## config.mk

```make
export PLATFORM = sky130hd
export DESIGN_NAME = uart_rx_frame
export DESIGN_NICKNAME = d
export VERILOG_FILES = /design/src/rtl/uart_rx_frame.sv
export SDC_FILE = /design/constraint.sdc
export NUM_CORES = 1
export LEC_CHECK = 0
export BUFFER_PORTS_ARGS = -buffer_cell sky130_fd_sc_hd__clkbuf_2
export CORE_MARGIN = 3
export CORE_UTILIZATION = 40
export CTS_BUF_LIST = sky130_fd_sc_hd__clkbuf_8 sky130_fd_sc_hd__clkbuf_16
export DETAILED_ROUTE_END_ITERATION = 8
export PLACE_DENSITY = 0.65
export SYNTH_ARGS = -nofsm -noshare
export SYNTH_HDL_FRONTEND = slang
export SYNTH_SLANG_ARGS = --single-unit
```

## constraint.sdc

```tcl
create_clock -name i_clk -period 3.93 [get_ports i_clk]
set_input_delay 0.1965 -clock i_clk [delete_from_list [all_inputs] [get_ports i_clk]]
set_output_delay 0.1965 -clock i_clk [all_outputs]
set_load 0.005 [all_outputs]
```

## src/rtl/uart_rx_frame.sv

```systemverilog
// UART receiver: 2-flop line synchroniser, start-bit validation and mid-bit sampling
// driven by an oversampling tick. Frame format: LSB-first data, optional parity, one stop bit.
module uart_rx_frame #(
   parameter int unsigned OVERSAMPLE = 16,
   parameter int unsigned DATA_BITS  = 8,
   parameter bit          PARITY_EN  = 1'b1,
   parameter bit          PARITY_ODD = 1'b0
) (
   input  logic                 i_clk,
   input  logic                 i_rst,
   input  logic                 i_baud_tick,
   input  logic                 i_rx_in,
   output logic [DATA_BITS-1:0] o_data_out,
   output logic                 o_done_flag,
   output logic                 o_parity_err,
   output logic                 o_stop_err,
   output logic                 o_busy
);

   localparam int unsigned TICK_W = $clog2(OVERSAMPLE);
   localparam int unsigned BIT_W  = $clog2(DATA_BITS);
   localparam logic [TICK_W-1:0] HALF_LAST = TICK_W'(OVERSAMPLE / 2 - 1);
   localparam logic [TICK_W-1:0] FULL_LAST = TICK_W'(OVERSAMPLE - 1);
   localparam logic [BIT_W-1:0]  BIT_LAST  = BIT_W'(DATA_BITS - 1);

   typedef enum logic [2:0] {
      S_IDLE   = 3'd0,
      S_START  = 3'd1,
      S_DATA   = 3'd2,
      S_PARITY = 3'd3,
      S_STOP   = 3'd4
   } state_t;

   state_t               r_state;
   logic                 r_sync1;
   logic                 r_rx_s;
   logic [TICK_W-1:0]    r_tick_cnt;
   logic [BIT_W-1:0]     r_bit_cnt;
   logic [DATA_BITS-1:0] r_shift;
   logic                 r_parity_bit;
   logic                 w_parity_err;

   // Line idles high, so the synchroniser resets to 1 to avoid a false start.
   always_ff @(posedge i_clk or posedge i_rst) begin
      if (i_rst) begin
         r_sync1 <= 1'b1;
         r_rx_s  <= 1'b1;
      end else begin
         r_sync1 <= i_rx_in;
         r_rx_s  <= r_sync1;
      end
   end

   assign w_parity_err = PARITY_EN & ((^{r_shift, r_parity_bit}) ^ PARITY_ODD);

   always_ff @(posedge i_clk or posedge i_rst) begin
      if (i_rst) begin
         r_state      <= S_IDLE;
         r_tick_cnt   <= '0;
         r_bit_cnt    <= '0;
         r_shift      <= '0;
         r_parity_bit <= 1'b0;
         o_data_out   <= '0;
         o_done_flag  <= 1'b0;
         o_parity_err <= 1'b0;
         o_stop_err   <= 1'b0;
         o_busy       <= 1'b0;
      end else begin
         o_done_flag <= 1'b0;
         if (i_baud_tick) begin
            case (r_state)
               S_IDLE: begin
                  if (!r_rx_s) begin
                     r_state    <= S_START;
                     r_tick_cnt <= '0;
                     o_busy     <= 1'b1;
                  end
               end
               S_START: begin
                  if (r_tick_cnt == HALF_LAST) begin
                     r_tick_cnt <= '0;
                     r_bit_cnt  <= '0;
                     if (!r_rx_s) begin
                        r_state <= S_DATA;
                     end else begin
                        r_state <= S_IDLE;
                        o_busy  <= 1'b0;
                     end
                  end else begin
                     r_tick_cnt <= r_tick_cnt + TICK_W'(1);
                  end
               end
               S_DATA: begin
                  if (r_tick_cnt == FULL_LAST) begin
                     r_tick_cnt <= '0;
                     r_shift    <= {r_rx_s, r_shift[DATA_BITS-1:1]};
                     r_bit_cnt  <= r_bit_cnt + BIT_W'(1);
                     if (r_bit_cnt == BIT_LAST) begin
                        r_state <= PARITY_EN ? S_PARITY : S_STOP;
                     end
                  end else begin
                     r_tick_cnt <= r_tick_cnt + TICK_W'(1);
                  end
               end
               S_PARITY: begin
                  if (r_tick_cnt == FULL_LAST) begin
                     r_tick_cnt   <= '0;
                     r_parity_bit <= r_rx_s;
                     r_state      <= S_STOP;
                  end else begin
                     r_tick_cnt <= r_tick_cnt + TICK_W'(1);
                  end
               end
               S_STOP: begin
                  // Publish the whole frame at once so outputs never change mid-frame.
                  if (r_tick_cnt == FULL_LAST) begin
                     r_tick_cnt   <= '0;
                     o_data_out   <= r_shift;
                     o_parity_err <= w_parity_err;
                     o_stop_err   <= ~r_rx_s;
                     o_done_flag  <= 1'b1;
                     r_state      <= S_IDLE;
                     o_busy       <= 1'b0;
                  end else begin
                     r_tick_cnt <= r_tick_cnt + TICK_W'(1);
                  end
               end
               default: begin
                  r_state <= S_IDLE;
                  o_busy  <= 1'b0;
               end
            endcase
         end
      end
   end

endmodule

```

==> impl_metrics.env <==
export IMPL_postSynthRegisterBits=33
export IMPL_rr_startpoint="r_state[0]"
export IMPL_synthCells=140
export IMPL_clkTransAtPathRegs_ps=70
export IMPL_finalPower_mw=0.944
export IMPL_io_pins=16
export IMPL_final_period_minus_worst_setup_slack_ps=1980
export IMPL_rrSetupSlack_ps=1950
export IMPL_insertion_delay_ps=270
export IMPL_filler_cell_count=351
export IMPL_worst_hold_path_type="in2reg"
export IMPL_placement_io_buffers=15
export IMPL_grt_remaining_overflow=0
export IMPL_hold_path_startpoint="i_baud_tick"
export IMPL_drt_antenna_violating_nets=0
export IMPL_clock_share_of_power=0.248
export IMPL_critical_path_arrival_ps=2140
export IMPL_rr_endpoint="o_data_out[0]"
export IMPL_sw_frac_of_total=0.343
export IMPL_avgViaCountPerCell=5.24
export IMPL_wire_per_inst_um=13.7
export IMPL_fin_cells=208
export IMPL_fin_nets=166
export IMPL_slew_headroom=0.603
export IMPL_core_area_sq_um=3800
export IMPL_crit_path_end="o_data_out[0]"
export IMPL_drc_errors=0
export IMPL_postSynth_asyncResetShare=1.00
export IMPL_groute_usage_overall=0.126
export IMPL_final_setup_skew_ps=5.08
export IMPL_drive_gt1_frac=0.300
export IMPL_die_area_sq_um=4890
export IMPL_drt_wl_total_um=2850
export IMPL_ys_dominant_reg_cell="sky130_fd_sc_hd__dfrtp_1"
export IMPL_power_density_nw_per_um2=511
export IMPL_synth_top_cell_area_share=0.475
export IMPL_areaGrowthSynthToFinish_pct=13.0
export IMPL_number_of_enable_type_register_cells_in_the_synthesized_netlist=0
export IMPL_internal_power_mw=0.620
export IMPL_cts_root_buffer="sky130_fd_sc_hd__clkbuf_8"
export IMPL_timing_critical_path_from_type="register"
export IMPL_place_congestion=0.840
export IMPL_depth_of_the_worst_register_to_register_path=3
export IMPL_synth_yosys_warnings=0
export IMPL_final_area_sq_um=1850
export IMPL_post_cts_resize_count=0
export IMPL_via_count=1089
export IMPL_grt_setup_unrepaired="no"
export IMPL_width_of_the_chip_um=69.9
export IMPL_placed_cell_area_sq_um=1740
export IMPL_tritoncts="yes"
export IMPL_tns_ps=0
export IMPL_achievable_frequency_mhz=505
export IMPL_cts_htree_levels=2
export IMPL_grt_pass1_wl_um=4970
export IMPL_dp_final_hpwl_um=1970
export IMPL_max_clock_path_buffers=2
export IMPL_power_leakage_nw=0.911
export IMPL_critPathLaunch="r_state[0]"
export IMPL_grt_max_degree=34
export IMPL_mappedNetlistArea_sq_um=1630
export IMPL_final_hold_violation_count=0
export IMPL_setup_violations_final=0
export IMPL_detail_route_iter0_violations=89
export IMPL_yosys_cell_count_top_type="sky130_fd_sc_hd__dfrtp_1"
export IMPL_numCtsBuffers=5
export IMPL_postSynthNetCount=147
export IMPL_antenna_cells=0
export IMPL_cap_violations=0
export IMPL_share_seq_of_total_power=0.503
export IMPL_min_period_over_period=0.504
export IMPL_postLayoutCoreUtil=0.486
export IMPL_synth_seq_area_share=0.507
export IMPL_synth_avg_cell_area_sq_um=11.7
export IMPL_crit_required_ps=4090
export IMPL_yosys_top_cells_count="sky130_fd_sc_hd__dfrtp_1, sky130_fd_sc_hd__mux2_2, sky130_fd_sc_hd__nand2_1, sky130_fd_sc_hd__inv_1, sky130_fd_sc_hd__o21ai_0"
export IMPL_floorplan_initialDensity=0.430
export IMPL_numClockSinks=33
export IMPL_synth_largest_area_cell="sky130_fd_sc_hd__dfrtp_1"
export IMPL_number_of_antenna_violations_at_the_first_check_in_global_routing=0
export IMPL_power_net_switching_mw=0.324
export IMPL_rows=22
export IMPL_portion_of_total_power_attributed_to_combinational_logic=0.248
export IMPL_first_global_vias=1064
export IMPL_overall_die_height_um=69.9
export IMPL_synthDistinctLibCells=42
export IMPL_synthTopCellsByArea="sky130_fd_sc_hd__dfrtp_1, sky130_fd_sc_hd__mux2_2, sky130_fd_sc_hd__mux2_4, sky130_fd_sc_hd__dfstp_2, sky130_fd_sc_hd__mux2i_1"
export IMPL_first_pass_iters=4
export IMPL_outcome="completed"
export IMPL_max_slew_worst_pin_slew_ps=592
export IMPL_critical_path_peak_fanout=17
export IMPL_cp_end_kind="register"
export IMPL_peak_supply_drop_uv=207
export IMPL_final_max_slew_viol_count=0
export IMPL_timing_worst_setup_path_type="reg2reg"
export IMPL_placed_insts=198
==> logic make-up after synthesis <==
logic type | Yosys count | share of synthesized area
and+or+nand+nor | 34 | 0.116
adders and majority gates | 3 | 0.0230
AOI/OAI and AO/OA | 27 | 0.110
buffers and inverters | 14 | 0.0383
muxes | 22 | 0.160
DFF | 33 | 0.507
xor gates and xnor gates | 7 | 0.0459
==> layout by cell type, fill, tap and decap left out, drive strengths merged, types with 3 or more instances in the layout <==
cell type / count
nor2: 5
mux2i: 4
nand2: 10
xnor2: 4
a21oi: 6
o21ai: 8
nor3: 5
mux2: 18
dfrtp: 31
clkbuf: 20
inv: 9
ha: 3
==> flip-flops by register name, summed over array words and instances, names as in the netlist <==
name and cells:
o_busy 1, r_tick_cnt 4, o_done_flag 1, o_stop_err 1, o_parity_err 1, r_rx_s 1, r_sync1 1, o_data_out 8
r_state 3, r_bit_cnt 3, r_shift 8, r_parity_bit 1
==> power by group through the flow <==
stage	logic, mW	clock network (mW)	registers [mW]
after floorplan	0.222	0	0.429
after global placement	0.220	0	0.472
after detailed placement	0.231	0	0.476
after CTS	0.236	0.245	0.472
after global routing	0.267	0.264	0.485
final	0.234	0.235	0.475
==> layer usage <==
layer / wire [um] / track usage
met1: 1350 / 0.167
met2: 1330 / 0.183
met3: 146 / 0.0460
met4: 26 / 0.0553
met5: 0 / 0
==> critical path, cell delays in order (launching register included) <==
cell	delay, ps
sky130_fd_sc_hd__dfrtp_1	560
sky130_fd_sc_hd__or3b_1	480
sky130_fd_sc_hd__or2_1	450
sky130_fd_sc_hd__mux2_4	380
==> per-stage QoR <==
stage | hold slack [ps] | worst slack, ps
floorplan | 201 | 2230
global placement | 284 | 1990
detailed placement | 285 | 1970
CTS | 314 | 1950
global route | 348 | 1820
finish | 324 | 1950
==> how the worst min path moves through the flow <==
stage,end,depth (start not counted)
6_report,r_state[1],3
5_1_grt,r_state[1],3
4_1_cts,r_state[1],3
3_5_place_dp,o_data_out[1],3
3_3_place_gp,o_data_out[1],3
2_1_floorplan,r_sync1,0
==> cell type report <==
type / count / area (sq um) / share of cell area
clock buffers: 5 / 68.8 / 0.0373
flip-flops and latches: 33 / 828 / 0.449
well taps: 48 / 60.1 / 0.0325
inverters: 8 / 30.0 / 0.0163
multi-input cells: 93 / 743 / 0.402
clock inverters: 3 / 13.8 / 0.00745
repair buffers: 18 / 103 / 0.0556
==> repair_timing <==
item                      4_1_cts  5_1_grt
hold buffers                    2        0
setup buffers                   0        0
hold endpoints to repair       25        0
No activity file was read; power rests on OpenSTA's default activity.
